$ cat src/rtl/four_way_demux_component.sv
// four_way_demux_component: registered 1-to-4 demux with a valid/ready slot per output
// and a wrapping count of accepted input words.
module four_way_demux_component #(
    parameter int WIDTH = 16
) (
    input  logic             clock,
    input  logic             reset,
    input  logic [WIDTH-1:0] in_data,
    input  logic             in_valid,
    output logic             in_ready,
    input  logic [1:0]       op,
    output logic [WIDTH-1:0] out1,
    output logic [WIDTH-1:0] out2,
    output logic [WIDTH-1:0] out3,
    output logic [WIDTH-1:0] out4,
    output logic [3:0]       out_valid,
    input  logic [3:0]       out_ready,
    output logic [15:0]      xfer_count
);
    logic [WIDTH-1:0] r_data [4];
    logic [3:0]       r_valid;
    logic [15:0]      r_count;
    logic             w_in_xfer;
    logic [3:0]       w_drain;

    // Only the selected slot gates the producer, so a stalled consumer blocks nobody else.
    always_comb begin
        in_ready  = !r_valid[op] || out_ready[op];
        w_in_xfer = in_valid && in_ready;
        w_drain   = r_valid & out_ready;
    end

    always_ff @(posedge clock or posedge reset) begin
        if (reset) begin
            for (int k = 0; k < 4; k++) r_data[k] <= '0;
            r_valid <= '0;
            r_count <= '0;
        end else begin
            for (int k = 0; k < 4; k++) begin
                if (w_in_xfer && op == 2'(k)) begin
                    r_data[k]  <= in_data;
                    r_valid[k] <= 1'b1;
                end else if (w_drain[k]) begin
                    r_valid[k] <= 1'b0;
                end
            end
            if (w_in_xfer) r_count <= r_count + 16'd1;
        end
    end

    assign out1       = r_data[0];
    assign out2       = r_data[1];
    assign out3       = r_data[2];
    assign out4       = r_data[3];
    assign out_valid  = r_valid;
    assign xfer_count = r_count;
endmodule

$ cat config.mk
export PLATFORM = sky130hd
export DESIGN_NAME = four_way_demux_component
export DESIGN_NICKNAME = d
export VERILOG_FILES = /design/src/rtl/four_way_demux_component.sv
export SDC_FILE = /design/constraint.sdc
export NUM_CORES = 1
export LEC_CHECK = 0
export BUFFER_PORTS_ARGS = -buffer_cell sky130_fd_sc_hd__clkbuf_2
export CORE_ASPECT_RATIO = 0.9
export CORE_UTILIZATION = 52
export CTS_BUF_LIST = sky130_fd_sc_hd__clkbuf_4 sky130_fd_sc_hd__clkbuf_8
export DETAILED_ROUTE_END_ITERATION = 8
export GPL_TIMING_DRIVEN = 0
export PLACE_DENSITY_LB_ADDON = 0.2
export SLEW_MARGIN = 20
export SYNTH_ARGS = -nofsm -noshare
export SYNTH_HDL_FRONTEND = slang
export SYNTH_SLANG_ARGS = --single-unit
$ cat constraint.sdc
create_clock -name clock -period 2.5 [get_ports clock]
set_input_delay 0.125 -clock clock [delete_from_list [all_inputs] [get_ports clock]]
set_output_delay 0.125 -clock clock [all_outputs]
set_load 0.05 [all_outputs]
Word-level counts from Yosys, hierarchy flattened
Cells that the tools add are included.

word-level totals
  bits in registers = 84
  input bits = 25
  output and inout port bits = 85
  word-level logic and storage cells = 39

operators by class
  add/subtract/negate cells = 1
  magnitude comparators = 1
  equality and inequality tests = 3
  multiplexer cells = 12
  bitwise logic cells = 1
  reductions and logical operators = 12

operator list
  kind                   count
  $add 16x1->16 const B  1
  $mux 1                 10
  $reduce_bool 2->1      4
  $logic_and 1x1->1      5
  $and 4x4->4            1
  $bmux 1 s2             2
  $eq 2x2->1 const B     2
  $lt 2x3->1 const B     1
  $eq 2x1->1 const B     1
  $logic_not 2->1        1
  $logic_not 1->1        1
  $logic_or 1x1->1       1

Longest topological paths before layout
  word-level depth = 7
  gate-level depth with buffers = 6
  depth with buffers taken out = 5

Worst setup path before layout
No wires, ideal clock.

  kind = reg2reg
  from = register r_valid[3] (netlist: out_valid[3])
  to = register r_count[1] (netlist: xfer_count[1])
  library setup time = 128 ps
  arrival = 1733 ps
  required time = 2372 ps
  path slack = 639 ps
  stages on the path, launching flop included = 5
  path buffers = 0
  period minus slack after synthesis = 1861 ps
  cells stage by stage = dfrtp_1 nand2b_1 mux4_2 nand2_1 mux2_1

between the ends
  cells in the longest elaborated chain, start to end = 5

ends and longest elaborated chain
  item                             line  source
  start, declared                  21    logic [3:0] r_valid;
  start signal, assigned           36    r_valid <= '0;
  start signal, assigned by index  42    r_valid[k] <= 1'b1;
  start signal, assigned by index  44    r_valid[k] <= 1'b0;
  $bmux 1 s2                       28    in_ready = !r_valid[op] || out_ready[op];
  $mux 1 (implied by the code)     28
  $logic_not 1->1                  28
  $logic_or 1x1->1                 28
  $logic_and 1x1->1                29    w_in_xfer = in_valid && in_ready;
  end signal, assigned             47    if (w_in_xfer) r_count <= r_count + 16'd1;
  end, declared                    22    logic [15:0] r_count;

Every way passes these cells. The select of a mux whose other input is x is not followed.
A chain may end at the register's enable or synchronous reset.

Final worst setup path
  from = register r_valid[0] (netlist: out_valid[0])
  to = output in_ready

between the ends
  cells in the longest elaborated chain, start to end = 4

ends and longest elaborated chain
  item                          line  source
  $bmux 1 s2                    28
  $mux 1 (implied by the code)  28
  $logic_not 1->1               28
  $logic_or 1x1->1              28
  end, declared                 10    output logic in_ready,

Every way passes these cells. The select of a mux whose other input is x is not followed.

==> summary.json <==
{
  "worstReg2RegStart": {"value": "out_valid[3]"},
  "netlist.area_leader.share": {"value": 0.623},
  "vias_per_cell": {"value": 4.97},
  "num_rows": {"value": 27},
  "hold_slack": {"value": 0.0203, "unit": "ns"},
  "crit_path_kind": {"value": "flop to primary output"},
  "initial_antenna_violation_count": {"value": 0},
  "post_synth_inst_count": {"value": 221},
  "route.final.wire_length": {"value": 6510, "unit": "um"},
  "grt_overflow": {"value": 0},
  "element_type_at_the_critical_path_end": {"value": "primary output"},
  "worst_skew_pair_later_pin_latency": {"value": 0.35, "unit": "ns"},
  "antenna_left": {"value": 0},
  "wire_length_of_the_first_global_routing_pass": {"value": 10600, "unit": "um"},
  "drt_iter0_drc": {"value": 51},
  "final_cell_area": {"value": 4260, "unit": "um2"},
  "net-switching-power": {"value": 1.95, "unit": "mW"},
  "initial_core_util": {"value": 0.546},
  "dr.pass1.iters": {"value": 4},
  "vias": {"value": 2150},
  "grt_start_max_net_pins": {"value": 44},
  "syn_area_per_cell": {"value": 15.3, "unit": "um2"},
  "finish.cell_count_without_fillers": {"value": 433},
  "yosys-top-cells-count": {"value": "dfrtp_1 (84), mux2_2 (63), xnor2_1 (15), nand2_1 (9)"},
  "netlist_top_cells_area": {"value": "dfrtp_1 (62%), mux2_2 (21%), xnor2_1 (3.9%)"},
  "combinationalPowerShare": {"value": 0.379},
  "hpwlAfterDp": {"value": 4670, "unit": "um"},
  "synth_seq_cells": {"value": 84},
  "ys_async_sr_fraction": {"value": 1.00},
  "floorplan.die.width": {"value": 86.9, "unit": "um"},
  "leakagePower": {"value": 2.07, "unit": "nW"},
  "netlist_area": {"value": 3370, "unit": "um2"},
  "hold_viol_final": {"value": 0},
  "drive_above_1_share": {"value": 0.595},
  "seq_power_share": {"value": 0.401},
  "status": {"value": "complete, no violations"},
  "worst_pin_slew": {"value": 0.537, "unit": "ns"},
  "netlist-cell-type-count": {"value": 26},
  "die_area": {"value": 6820, "unit": "um2"},
  "post_synth_xor_area_fraction": {"value": 0.0389},
  "port_buffers": {"value": 107},
  "maxSlewHeadroom": {"value": 0.642},
  "finalSetupViolations": {"value": 0},
  "yosys_most_used_dff": {"value": "dfrtp_1"},
  "clock-skew-final": {"value": 0.00692, "unit": "ns"},
  "die_height": {"value": 78.4, "unit": "um"},
  "dpl-instance-area": {"value": 4040, "unit": "um2"},
  "drc_errors": {"value": 0},
  "p_per_area": {"value": 1060, "unit": "nW/um2"},
  "fmaxAchievable": {"value": 509, "unit": "MHz"},
  "place.detailed.instances": {"value": 416},
  "muxShareOfSynthArea": {"value": 0.224},
  "core_area": {"value": 6180, "unit": "um2"},
  "first_global_vias": {"value": 2115},
  "p_int": {"value": 2.57, "unit": "mW"},
  "holdCritStartpoint": {"value": "op[1]"},
  "ir_worst_vdd": {"value": 623, "unit": "uV"},
  "antenna_cells": {"value": 0},
  "final_min_period_over_clock_period": {"value": 0.786},
  "dp_worst_setup_slack": {"value": 0.756, "unit": "ns"},
  "area_growth": {"value": 26.3, "unit": "%"},
  "clock_tree_from_tritoncts": {"value": "done"},
  "required": {"value": 2.38, "unit": "ns"},
  "synthDominantAreaCellType": {"value": "dfrtp_1"},
  "number_of_top_level_design_ports": {"value": 110},
  "nNetsFinal": {"value": 367},
  "clk_pin_slew": {"value": 0.09, "unit": "ns"},
  "synth_simple_gate_area_frac": {"value": 0.0857},
  "cts_buffers": {"value": 9},
  "post_synth_adder_cell_area": {"value": 0.00371},
  "start_kind": {"value": "flop"},
  "power.clock.fraction": {"value": 0.220},
  "layout_min_cycle_time": {"value": 1.96, "unit": "ns"},
  "syn-num-nets": {"value": 247},
  "critical_path_arrival": {"value": 1.84, "unit": "ns"},
  "max_cap_violations": {"value": 0},
  "slew_viol_final": {"value": 0},
  "dominant_combinational_cell_family_by_area_after_synthesis": {"value": "multiplexers"},
  "hold_path.class": {"value": "primary input to flop"},
  "cts_num_sinks": {"value": 84},
  "grt.total_usage": {"value": 0.208},
  "clk_path_buf_depth": {"value": 2},
  "power.switching_fraction": {"value": 0.432},
  "timing.critical_path.from": {"value": "out_valid[0]"},
  "timing.critical_path.fanout_max": {"value": 10},
  "postCtsSetupRepairBufs": {"value": 0},
  "routedWlPerCell": {"value": 15.0, "unit": "um"},
  "gp_routability_congestion": {"value": 0.750},
  "power.total": {"value": 4.52, "unit": "mW"},
  "grt_setup_unrepaired": {"value": "no"},
  "ctsRootBufferMaster": {"value": "clkbuf_8"},
  "yosys_warnings": {"value": 0},
  "post-synth-top-count-cell": {"value": "dfrtp_1"},
  "cts_htree_levels": {"value": 3},
  "synth_sequential_area_ratio": {"value": 0.623},
  "synth-edff-count": {"value": 0},
  "finalWorstSetupSlack": {"value": 0.535, "unit": "ns"},
  "synth_compound_gate_area_share": {"value": 0.00148}
}
## power groups by stage
stage | registers, mW | logic, mW | clock network (mW)
global route | 1.85 | 1.78 | 1.07
global placement | 1.82 | 1.70 | 0
detailed placement | 1.84 | 1.72 | 0
CTS | 1.81 | 1.73 | 1.02
finish | 1.81 | 1.71 | 0.993
floorplan | 2.79 | 0.347 | 0
## final cells by class
cell class	instances	area, um2
flip-flops and latches	84	2100
fillers	480	1920
multi-input cells	126	1190
repair buffers	109	566
clock buffers	10	138
well taps	87	109
plain buffers	9	72.6
clock inverters	6	71.3
inverters	2	10.0
## worst paths after layout
check | cells past startpoint | to | slack, ns
max in group asynchronous | 4 | out3[11] | 1.52
worst min-delay path | 3 | out_valid[2] | 0.02
worst max-delay path | 4 | in_ready | 0.54
worst min register to register | 1 | xfer_count[15] | 0.48
worst max register to register | 5 | out4[4] | 0.76
min in group asynchronous | 3 | out1[1] | 0.37
## logic make-up (layout without fill, tap and decap cells)
family,Yosys count,in the layout
AOI/OAI and AO/OA,1,1
xor gates and xnor gates,15,15
adders and majority gates,1,1
buffers and inverters,11,136
DFF,84,84
muxes,66,66
and+or+nand+nor,43,43
## cells in the final DEF (no fill, tap or decap), drive strengths merged
| cell | instances |
|---|---|
| nand2 | 9 |
| ha | 1 |
| buf | 10 |
| mux2 | 65 |
| clkinvlp | 2 |
| dlygate4sd3 | 1 |
| and4 | 1 |
| clkinv | 1 |
| and2 | 3 |
| xnor2 | 15 |
| dfrtp | 84 |
| nand3b | 1 |
| nor2 | 2 |
| mux4 | 1 |
| inv | 4 |
| nand3 | 7 |
| clkbuf | 117 |
| and3 | 6 |
| o21ai | 1 |
| nor2b | 2 |
| nand2b | 4 |
| nand4 | 7 |
| nor3b | 1 |
| bufinv | 1 |
## worst max-delay path, cell delays in order, from the launching register on
cell,delay (ns)
dfrtp_1,0.43
nand2b_4,0.08
mux4_2,0.56
buf_6,0.19
clkbuf_2,0.23
## through the flow
| step | util | TNS, ns |
|---|---|---|
| 5_1_grt | 0.689 | 0 |
| 3_5_place_dp | 0.654 | 0 |
| 6_report | 0.689 | 0 |
| 2_1_floorplan | - | 0 |
| 4_1_cts | 0.689 | 0 |
| 3_3_place_gp | 0.650 | -60.84 |
## metal layers
metal	share of wire	vias to the layer above	track usage
met3	0.062	12	0.0715
li1	-	1011	-
met5	0	-	0
met1	0.46	1056	0.284
met4	0.020	0	0.0733
met2	0.46	71	0.311
## sequential cells by signal (all words and copies together) (netlist names)
name        count
out4           16
out3           16
out1           16
xfer_count     16
out2           16
out_valid       4
## repair_timing
| item | CTS | global route |
|---|---|---|
| hold buffers | 1 | 0 |
| hold endpoints to repair | 42 | 0 |
| gates resized for setup | 0 | 0 |
Note: power is estimated with default switching activity, not from simulation.
